<file path="config.mk">
export PLATFORM = sky130hd
export DESIGN_NAME = sipo_receiver
export DESIGN_NICKNAME = d
export VERILOG_FILES = /design/src/rtl/sipo_receiver.sv
export SDC_FILE = /design/constraint.sdc
export NUM_CORES = 1
export LEC_CHECK = 0
export ABC_CLOCK_PERIOD_IN_PS = 1800
export BUFFER_PORTS_ARGS = -buffer_cell sky130_fd_sc_hd__buf_2
export CORE_MARGIN = 2
export CORE_UTILIZATION = 30
export CTS_BUF_LIST = sky130_fd_sc_hd__clkbuf_8
export CTS_CLUSTER_SIZE = 40
export DETAILED_ROUTE_END_ITERATION = 8
export PLACE_DENSITY_LB_ADDON = 0.2
export SYNTH_ARGS = -nofsm -noshare
export SYNTH_HDL_FRONTEND = slang
export SYNTH_SLANG_ARGS = --single-unit
</file>
<file path="constraint.sdc">
create_clock -name clk -period 1.8 [get_ports clk]
set_clock_uncertainty 0.2 [all_clocks]
set_input_delay 0.27 -clock clk [delete_from_list [all_inputs] [get_ports clk]]
set_output_delay 0.27 -clock clk [all_outputs]
set_load 0.05 [all_outputs]
</file>
<file path="src/rtl/sipo_receiver.sv">
// sipo_receiver: receive end of the serial link. It collects WIDTH serial bits
// while select=1, assembles them into a parallel word, and presents that word
// through a valid/ready holding register. The overrun flag is sticky.
//
// Parameters:
//   WIDTH     - bits per word (>= 2)
//   MSB_FIRST - 0: the first serial bit lands in data[0];
//               1: the first serial bit lands in data[WIDTH-1]
//   CNT_W     - width of bit_count (derived; do not override)
//
// Ports:
//   clk       - rising-edge clock
//   reset     - asynchronous, active-high reset
//   enable    - receive-path enable; 0 freezes the shifter and counter
//   select    - 1: din carries a valid bit this cycle; 0: gap (resync)
//   din       - serial data
//   ready     - consumer accepts data when valid=1
//   data      - received parallel word (holding register)
//   valid     - data holds an unconsumed word
//   overrun   - sticky: a completed word was dropped
//   bit_count - bits captured in the current frame, 0..WIDTH-1
module sipo_receiver #(
    parameter int WIDTH     = 4,
    parameter bit MSB_FIRST = 1'b0,
    parameter int CNT_W     = $clog2(WIDTH + 1)
) (
    input  logic             clk,
    input  logic             reset,
    input  logic             enable,
    input  logic             select,
    input  logic             din,
    input  logic             ready,
    output logic [WIDTH-1:0] data,
    output logic             valid,
    output logic             overrun,
    output logic [CNT_W-1:0] bit_count
);

    typedef enum logic {
        IDLE  = 1'b0,
        SHIFT = 1'b1
    } state_t;

    state_t state;

    // The shifter holds only the WIDTH-1 bits already received. The completing
    // bit comes straight from din, so the full word is ready on the edge that
    // samples it, with no added latency.
    logic [WIDTH-2:0] shifter;
    logic [WIDTH-1:0] word;
    logic [WIDTH-2:0] shifter_next;
    logic             capture;
    logic             gap;
    logic             complete;

    always_comb begin
        capture  = enable & select;
        gap      = enable & ~select;
        complete = capture && (bit_count == CNT_W'(WIDTH - 1));
        if (MSB_FIRST) begin
            word         = {shifter, din};
            shifter_next = word[WIDTH-2:0];
        end else begin
            word         = {din, shifter};
            shifter_next = word[WIDTH-1:1];
        end
    end

    always_ff @(posedge clk or posedge reset) begin
        if (reset) begin
            state     <= IDLE;
            shifter   <= '0;
            bit_count <= '0;
            data      <= '0;
            valid     <= 1'b0;
            overrun   <= 1'b0;
        end else begin
            // A consume drops valid. A completion on the same edge re-asserts
            // it further down, and that later assignment takes precedence.
            if (valid && ready) begin
                valid <= 1'b0;
            end

            if (capture) begin
                shifter <= shifter_next;
                if (complete) begin
                    state     <= IDLE;
                    bit_count <= '0;
                    if (!valid || ready) begin
                        data  <= word;
                        valid <= 1'b1;
                    end else begin
                        overrun <= 1'b1;
                    end
                end else begin
                    state     <= SHIFT;
                    bit_count <= bit_count + CNT_W'(1);
                end
            end else if (gap && state == SHIFT) begin
                state     <= IDLE;
                bit_count <= '0;
                shifter   <= '0;
            end
        end
    end

endmodule

</file>
; Yosys cells after proc, flatten, opt, wreduce, memory -nomap -nowiden
; Cells that the tools add are included.
[totals]
reg_bits = 13
latch_bits = 0
ram_bits = 0
rom_bits = 0
output_inout_bits = 9
word_cells = 31
mem_count = 0
[op_classes]
addsub = 1
multipliers = 0
div = 0
order_cmp = 0
n_eq_ne = 1
shift = 0
n_mux = 11
bitwise_logic = 4
reduce_logical = 8
[ops]
columns = cell, count
row1 = 2-to-1 mux 3 bit, 4
row2 = 2-to-1 mux 1 bit, 7
row3 = AND reduction 3 bit, 2
row4 = "adder 3 x 1 -> 3 bit, second input constant", 1
row5 = "equality test 3 x 2 -> 1 bit, second input constant", 1
row6 = logical AND 1 bit, 3
row7 = bitwise AND 1 bit, 2
row8 = NOT 1 bit, 2
row9 = nonzero test 2 bit, 1
row10 = zero test 1 bit, 1
row11 = logical OR 1 bit, 1

; Longest topological paths before layout
; Gate-level depths: netlist of the first run.
[logic_depth]
ltp_word = 5
ltp_mapped = 4
mapped_depth_nobuf = 4

; Worst setup path after synthesis of the first run
; OpenSTA, ideal clock, no wires.
[synth_path]
kind = reg2reg
start = reg bit_count[0]
end = reg data[3]
setup_ns = 0.125
arrival_ns = 1.559
t_required_ns = 1.475
slack_ns = -0.084
stages_incl_launch_ff = 5
n_path_buf = 0
synth_period_minus_slack_ns = 1.884
cell_sequence = dfrtp_1 -> ha_1 -> nand4b_4 -> nor2b_4 -> mux2_2
[synth_between]
elab_chain_len = 3
[synth_lines]
columns = item, line_no
row1 = start: declaration, 36  ; output logic [CNT_W-1:0] bit_count
row2 = start signal: assignment, 97  ; bit_count <= bit_count + CNT_W'(1);
row3 = equality test 3 x 2 -> 1 bit, 59  ; complete = capture && (bit_count == CNT_W'(WIDTH - 1));
row4 = logical AND 1 bit, 59
row5 = AND reduction 3 bit (no source line), --
row6 = end signal: assignment, 90  ; data <= word;
row7 = end: declaration, 33  ; output logic [WIDTH-1:0] data,
; Every way passes these cells.
; A chain may end at the register's enable or synchronous reset.

; Worst setup path in the final report of the first run
; Same ends and word-level chain as after synthesis.

==> run_results.csv, run 1 <==
group,metric,value,unit
status,status,"finished clean",
final_layout,seqCellArea,327.8,sq um
synthesis,synth_warnings,0,
critical_path,path_max_fanout,4,
power,p_leak,0.3683,nW
placed_design,hpwl,714.6,microns
die,die_width,46.20,microns
grt,grt_max_degree,14,
placed_design,post-place-ws,0.1938,ns
placed_design,place.gp.congestion,0.7187,
synthesis,synth_cell_types,13,
grt,grt-ovfl-total,0,
route,wl_per_cell,11.66,microns
timing,setup_tns,0,ns
final_layout,multi_input_area,197.7,sq um
power,peakVddDrop,0.6217,mV
timing,hold_viol,0,
timing,layout_setup_ws,0.1992,ns
critical_path,slowest_delay,0.37,ns
timing,max_freq,0.6247,GHz
route,ant_nets,0,
grt,grtUsageTotal,11.25,%
timing,tightest_slew,0.4941,ns
critical_path,required,1.72,ns
final_layout,drive_gt1_share,43.33,%
die,io-pin-count,15,
clock_tree,clock_sinks,13,
route,vias,363,
synthesis,avgSynthCellArea,13.36,sq um
timing,fin_crit_sh,88.93,%
critical_path,worstPathCellList,"ha_1, nand4b_4, nor2b_4, mux2_2",
grt,grt_pass1_vias,373,
run,maxCapViolCount,0,
critical_path,crit_family,"flip-flops",
grt,grt_first_pass_wirelength,1656,microns
synthesis,synth_area_leaders,"dfrtp_1, mux2_2, a32o_1",
route,drc_errors,0,
critical_path,start_kind,"flip-flop",
route,dr.first_iter.drc_count,2,
timing,period_minus_slack,1.601,ns
clock_tree,path_clk_slew,0.05,ns
power,cellPowerDensity,1550,nW/um^2
clock_tree,cts-root-buf,"clkbuf_8",
synthesis,yosysTopAreaCellShare,60.89,%
die,num_rows,15,
route,wl,991,microns
die,die_y,46.20,microns
final_layout,n_antenna_cell,0,
synthesis,synthCells,40,
timing,max-slew-margin-rel,67.02,%
timing,setup_viol,0,
placed_design,io_buffers,14,
clock_tree,htreeDepth,1,
critical_path,slowest_stage,"dfrtp_2",
critical_path,crit_path_end_kind,"flip-flop",
critical_path,worst-path-buf-inv,0,
synthesis,synth_area,534.3,sq um
clock_tree,numCtsBuffers,3,
synthesis,yosysSeqAreaShare,60.89,%
worst_hold_path,hp-class,"input pin to flip-flop",
synthesis,synth_nets,47,
critical_path,cp.arrival,1.52,ns
final_layout,area_growth,31.15,%
die,start_util,31.28,%
route,viasPerCell,4.271,
synthesis,yosysTopAreaCell,"dfrtp_1",
clock_tree,hold_buffers,1,
synthesis,synth-seq-cells,13,
die,core,1708,sq um
timing,slew_viol_final,0,
die,die-area,2134,sq um
clock_tree,cts_tree,"done",
clock_tree,cts_setup_buffers,0,
timing,whs,0.09603,ns
final_layout,nNetsFinal,68,
final_layout,fill_cells,173,
route,dr.pass1.iters,2,
clock_tree,clkLatencyLatePin,0.24,ns
final_layout,final_util,41.03,%
clock_tree,cts_resized,0,
clock_tree,cts.path.max_buffers,2,
timing,rsz0062_at_grt,"false",
grt,antenna_found_initial,0,
critical_path,worstSetupPathType,"flip-flop to flip-flop",
-- registers in the layout, summed over array words and instances (netlist names) --
name / flops
overrun: 1
data: 4
bit_count: 3
state: 1
shifter: 3
valid: 1
-- where the power goes --
group	internal, W	switching [W]
clock network	0.000150	0.0000979
logic	0.000115	0.000310
registers	0.000371	0.0000418
total	0.000636	0.000450
-- cells in the final DEF (no fill, tap or decap) --
master,n
buf_2,14
dfrtp_1,11
o21ai_0,5
mux2_2,4
nand2_1,4
inv_1,4
a32o_1,3
clkbuf_8,3
nand2b_1,2
dfrtp_2,2
nand4b_4,1
o21bai_1,1
nor2b_4,1
nand3_1,1
a21boi_0,1
ha_1,1
dlygate4sd3_1,1
buf_4,1
-- metal layers --
metal / track usage (%) / vias up / part of all wire, %
met5: 0 / - / 0
met4: 6.857 / 0 / 0
met3: 3.529 / 0 / 4.2
met2: 15.83 / 9 / 45
met1: 14.84 / 173 / 51
li1: - / 181 / -
-- through the flow --
stage | std cells | area (sq um) | power [W]
2_1_floorplan | 40 | 536.8 | 0.0007401
3_3_place_gp | 80 | 645.6 | 0.0008406
3_5_place_dp | 80 | 645.6 | 0.0008462
4_1_cts | 85 | 700.7 | 0.001105
5_1_grt | 85 | 700.7 | 0.001141
6_report | 85 | 700.7 | 0.001086
-- worst paths after layout --
| check | start | to | slack (ns) | cells after the start |
|---|---|---|---|---|
| min reg2reg | overrun$_DFFE_PP0P_ | overrun$_DFFE_PP0P_ | 0.27 | 1 |
| max in group asynchronous | reset | bit_count[1]$_DFFE_PP0P_ | 0.64 | 3 |
| max | bit_count[0]$_DFFE_PP0P_ | data[3]$_DFFE_PP0P_ | 0.20 | 4 |
| min | din | data[3]$_DFFE_PP0P_ | 0.1 | 2 |
| max reg2reg | bit_count[0]$_DFFE_PP0P_ | data[3]$_DFFE_PP0P_ | 0.20 | 4 |
| min in group asynchronous | reset | valid$_DFF_PP0_ | 0.39 | 3 |
-- synthesized netlist by cell type, drive strengths merged --
library cell,number
dfrtp,13
o21ai,5
mux2,4
nand2,4
a32o,3
inv,3
nand2b,2
a21boi,1
ha,1
nand3,1
nand4b,1
nor2b,1
o21bai,1
-- cells by family after synthesis --
kind of cell    count (synthesis)  synth area share [%]
compound gates                 10                 13.12
flops                          13                 60.89
fa+ha+maj                       1                 2.342
mux                             4                 8.430
buf+inv                         3                 2.108
simple gates                    9                 13.11
-- cell type report --
type | instances | share of cell area (%)
sequential | 13 | 46.79
multi-input combinational | 24 | 28.21
timing repair buffer | 16 | 12.50
clock buffer | 3 | 5.893
tap | 25 | 4.464
inverter | 3 | 1.607
clock inverter | 1 | 0.5357
Note: power is estimated with default switching activity, not from simulation.
==> run 2, diff against run 1 <==
ABC_CLOCK_PERIOD_IN_PS = 1950   (was 1800)
clock period = 1.95 ns   (was 1.8 ns; I/O delays follow)
==> run_results.csv, run 2 (synthesis gave the netlist of run 1 again) <==
group,metric,value,unit
status,status,"finished clean",
timing,slew_viol_final,0,
run,maxCapViolCount,0,
timing,setup_tns,0,ns
grt,grt-ovfl-total,0,
timing,tightest_slew,0.5781,ns
final_layout,fill_cells,175,
timing,setup_viol,0,
clock_tree,htreeDepth,1,
clock_tree,clock_sinks,13,
placed_design,place.gp.congestion,0.7245,
clock_tree,clkLatencyLatePin,0.23,ns
timing,period_minus_slack,1.594,ns
power,p_leak,0.3663,nW
route,vias,371,
route,wl,952,microns
die,num_rows,15,
final_layout,nNetsFinal,67,
critical_path,worstSetupPathType,"flip-flop to flip-flop",
critical_path,path_max_fanout,4,
final_layout,drive_gt1_share,38.98,%
clock_tree,cts_tree,"done",
route,dr.first_iter.drc_count,5,
clock_tree,path_clk_slew,0.05,ns
final_layout,final_common_cell,"buf_2",
final_layout,final_cell_count_no_fill,84,
die,die_y,46.20,microns
grt,grt_first_pass_wirelength,1393,microns
critical_path,crit_path_end_kind,"flip-flop",
timing,max-slew-margin-rel,61.05,%
placed_design,post-place-ws,0.3519,ns
final_layout,largest_reg_flops,4,
clock_tree,cts.path.max_buffers,2,
die,die_width,46.20,microns
power,peakVddDrop,0.7782,mV
final_layout,n_antenna_cell,0,
power,cellPowerDensity,1438,nW/um^2
final_layout,top_register,"data",
final_layout,layout_common_cells,"buf_2, dfrtp_1, o21ai_0",
grt,grtUsageTotal,9.539,%
die,start_util,31.28,%
final_layout,multi_input_area,197.7,sq um
route,viasPerCell,4.417,
grt,grt_max_degree,14,
timing,rsz0062_at_grt,"false",
worst_hold_path,hp-class,"input pin to flip-flop",
final_layout,seqCellArea,325.3,sq um
critical_path,required,1.87,ns
placed_design,hpwl,699.4,microns
die,die-area,2134,sq um
grt,grt_pass1_vias,329,
timing,fin_crit_sh,81.77,%
route,drc_errors,0,
die,core,1708,sq um
route,wl_per_cell,11.33,microns
timing,hold_viol,0,
route,dr.pass1.iters,4,
timing,max_freq,0.6272,GHz
timing,layout_setup_ws,0.3555,ns
final_layout,reg_top3,"data (4), bit_count (3), shifter (3)",
placed_design,io_buffers,14,
clock_tree,cts-root-buf,"clkbuf_8",
route,ant_nets,0,
die,io-pin-count,15,
clock_tree,numCtsBuffers,3,
final_layout,area_growth,29.27,%
critical_path,start_kind,"flip-flop",
clock_tree,cts_setup_buffers,0,
critical_path,cp.arrival,1.52,ns
placed_design,dp.cells,79,
grt,antenna_found_initial,0,
[run 2: final timing paths]
kind	from	endpoint	slack, ns	depth (start not counted)
max in group asynchronous	reset	bit_count[0]$_DFFE_PP0P_	0.78	3
worst max-delay path	bit_count[0]$_DFFE_PP0P_	data[0]$_DFFE_PP0P_	0.36	4
min in group asynchronous	reset	overrun$_DFFE_PP0P_	0.43	3
worst min register to register	overrun$_DFFE_PP0P_	overrun$_DFFE_PP0P_	0.28	1
worst max register to register	bit_count[0]$_DFFE_PP0P_	data[0]$_DFFE_PP0P_	0.36	4
worst min-delay path	din	data[3]$_DFFE_PP0P_	0.12	2
[run 2: area by class of cell]
type / count / area share (%)
Clock buffer: 3 / 5.978
Clock inverter: 1 / 0.5435
Inverter: 3 / 1.630
Multi-Input combinational cell: 24 / 28.62
Sequential cell: 13 / 47.10
Tap cell: 25 / 4.529
Timing Repair Buffer: 15 / 11.59
[run 2: timing repair]
| action | CTS | global route |
|---|---|---|
| gates resized for setup | 0 | 0 |
| hold buffers | 1 | 0 |
| endpoints found under the hold margin | 13 | 0 |
| endpoints found under the setup margin | 0 | 0 |
[run 2: layer usage]
metal	wire length, microns	vias to the layer above	track usage [%]
li1	-	183	-
met1	488	178	12.14
met2	423	10	13.89
met3	40	0	5.882
met4	0	0	1.714
met5	0	-	0
[run 2: where the power goes]
| group | internal (W) | switching, W | total (W) | leakage (nW) |
|---|---|---|---|---|
| Sequential | 0.000339 | 0.0000416 | 0.000381 | 0.172 |
| Combinational | 0.000103 | 0.000284 | 0.000387 | 0.168 |
| Clock | 0.000138 | 0.0000868 | 0.000225 | 0.0269 |
| Total | 0.000580 | 0.000413 | 0.000993 | 0.366 |
[run 2: critical path, cell delays in order (launching register included)]
cell and delay [ns]:
dfrtp_1 0.38, ha_1 0.24, nand4b_4 0.13, nor2b_4 0.18
mux2_2 0.35
[run 2: per-stage QoR]
stage	utilization (%)	area [sq um]	power, W	hold slack [ns]
floorplan	-	534.3	0.0006795	-0.03054
CTS	40.44	690.7	0.001008	0.1146
detailed placement	37.22	635.6	0.0007728	0.1451
global placement	37.22	635.6	0.0007720	0.1442
global route	40.44	690.7	0.001045	0.1193
finish	40.44	690.7	0.0009932	0.1155
==> run 3, diff against run 2 <==
ABC_AREA = 1   (was unset)
ABC_CLOCK_PERIOD_IN_PS = 1500   (was 1950)
clock period = 1.5 ns   (was 1.95 ns; I/O delays follow)
==> run_results.csv, run 3 <==
group,metric,value,unit
grt,grt_first_pass_wirelength,1842,microns
synthesis,synth_edf_count,0,
final_layout,final_cell_count_no_fill,105,
synthesis,yosysSeqAreaShare,56.28,%
final_layout,final_util,41.77,%
final_layout,nNetsFinal,88,
final_layout,top_register,"data",
final_layout,area_growth,27.49,%
synthesis,synth_commonest_cells,"nand2_1, dfrtp_1, nand3_1, inv_1, nand2_2",
synthesis,yosys-mux-area-fraction,0,%
critical_path,crit_family,"flip-flops",
synthesis,synth_compound_area_share,4.978,%
power,peakVddDrop,0.6434,mV
timing,setup_tns,0,ns
timing,period_minus_slack,1.441,ns
synthesis,synth_adder_area_share,2.165,%
timing,slew_viol_final,0,
route,wl,1076,microns
synthesis,synth_warnings,0,
synthesis,synthFlopType,"dfrtp_1",
grt,grt_max_degree,14,
route,dr.pass1.iters,3,
die,die_width,47.90,microns
timing,tightest_slew,0.5038,ns
timing,hold_viol,0,
power,p_leak,0.4094,nW
clock_tree,htreeDepth,1,
route,drc_errors,0,
status,status,"finished clean",
worst_hold_path,hp-class,"input pin to flip-flop",
route,wl_per_cell,10.25,microns
critical_path,start_kind,"flip-flop",
die,core,1764,sq um
run,maxCapViolCount,0,
critical_path,path_max_fanout,5,
synthesis,synth_nets,68,
clock_tree,cts.path.max_buffers,2,
synthesis,yosys.cell_count.top_type,"nand2_1",
die,start_util,32.77,%
synthesis,yosysTopAreaCell,"dfrtp_1",
clock_tree,clkLatencyLatePin,0.24,ns
final_layout,drive_gt1_share,37.50,%
final_layout,reg_top3,"data (4), bit_count (3), shifter (3)",
final_layout,final_common_cell,"nand2_1",
grt,grt-ovfl-total,0,
synthesis,synth-seq-cells,13,
clock_tree,numCtsBuffers,3,
critical_path,worst-path-buf-inv,1,
critical_path,worstSetupPathType,"flip-flop to primary output",
die,num_rows,15,
synthesis,synth_top_family_by_area,"simple AND/OR/NAND/NOR gates",
synthesis,synth_area_leaders,"dfrtp_1, nand2_1, nand3_1",
final_layout,largest_reg_flops,4,
die,die-area,2294,sq um
grt,grt_pass1_vias,433,
placed_design,place.gp.congestion,0.7096,
synthesis,synth_area,578.1,sq um
grt,antenna_found_initial,0,
clock_tree,clock_sinks,13,
critical_path,required,1.07,ns
critical_path,cp.arrival,1.02,ns
synthesis,synthCells,61,
timing,setup_viol,0,
timing,max_freq,0.6941,GHz
clock_tree,cts-root-buf,"clkbuf_8",
synthesis,async_flop_share,100.0,%
critical_path,slowest_delay,0.46,ns
placed_design,hpwl,796.5,microns
placed_design,io_buffers,14,
clock_tree,path_clk_slew,0.05,ns
synthesis,synth-simple-area-share,32.90,%
grt,grtUsageTotal,12.80,%
power,power.total,0.001254,W
placed_design,dp.cells,100,
timing,max-slew-margin-rel,66.38,%
synthesis,avgSynthCellArea,9.476,sq um
power,cellPowerDensity,1701,nW/um^2
clock_tree,cts_setup_buffers,0,
final_layout,n_antenna_cell,0,
synthesis,synth_cell_types,12,
route,viasPerCell,4.181,
critical_path,slowest_stage,"dfrtp_1",
critical_path,worstPathCellList,"buf_2",
route,ant_nets,0,
synthesis,post_synth_xor_area_fraction,0,%
die,io-pin-count,15,
clock_tree,cts_tree,"done",
timing,fin_crit_sh,96.05,%
synthesis,yosysTopAreaCellShare,56.28,%
final_layout,layout_common_cells,"nand2_1, buf_2, dfrtp_1, nand3_1, inv_1",
die,die_y,47.90,microns
critical_path,crit_path_end_kind,"primary output",
timing,rsz0062_at_grt,"false",
route,dr.first_iter.drc_count,5,
route,vias,439,
run 3: final timing paths:
path / slack (ns) / cells past startpoint / end / from
max in group asynchronous: 0.39 / 3 / bit_count[0]$_DFFE_PP0P_ / reset
worst min register to register: 0.26 / 2 / data[2]$_DFFE_PP0P_ / data[2]$_DFFE_PP0P_
worst min-delay path: 0.008 / 3 / shifter[2]$_DFFE_PP0P_ / din
worst max-delay path: 0.06 / 1 / bit_count[2] / bit_count[2]$_DFFE_PP0P_
worst max register to register: 0.22 / 5 / overrun$_DFFE_PP0P_ / bit_count[0]$_DFFE_PP0P_
min in group asynchronous: 0.35 / 3 / state$_DFFE_PP0P_ / reset
run 3: what timing repair did:
item                      in CTS  in global routing
hold endpoints to repair      13                  0
gates resized for setup        0                  0
hold buffers                   1                  0
run 3: where the power goes:
part           switching [W]  total (W)  internal [W]
Sequential         0.0000519   0.000488      0.000436
Combinational       0.000353   0.000462      0.000109
Clock               0.000123   0.000304      0.000181
Total               0.000528    0.00125      0.000725
run 3: area by class of cell:
class,instances,area (sq um)
fillers,204,1027
flip-flops and latches,13,327.8
multi-input cells,43,231.5
repair buffers,15,80.08
clock buffers,3,41.29
well taps,25,31.28
inverters,5,21.27
clock inverters,1,3.754
run 3: logic make-up after synthesis:
logic type,after synthesis
adders and majority gates,1
AOI/OAI and AO/OA,3
buffers and inverters,5
DFF,13
and+or+nand+nor,39
run 3: through the flow:
stage	setup slack, ns	cell area (sq um)	hold slack [ns]
finish	0.05919	737.0	0.007608
global route	0.005554	737.0	0.01851
CTS	0.05248	737.0	0.008949
detailed placement	0.2133	681.9	0.07851
global placement	0.2230	681.9	0.08621
floorplan	0.06075	580.6	-0.09818
run 3: routing by layer:
layer  track usage (%)  vias up  part of all wire (%)
li1                  -      228                     -
met1             15.51      197                    51
met2             17.60       10                    41
met3             6.792        4                   5.4
met4             8.108        0                   2.4
met5                 0        -                     0
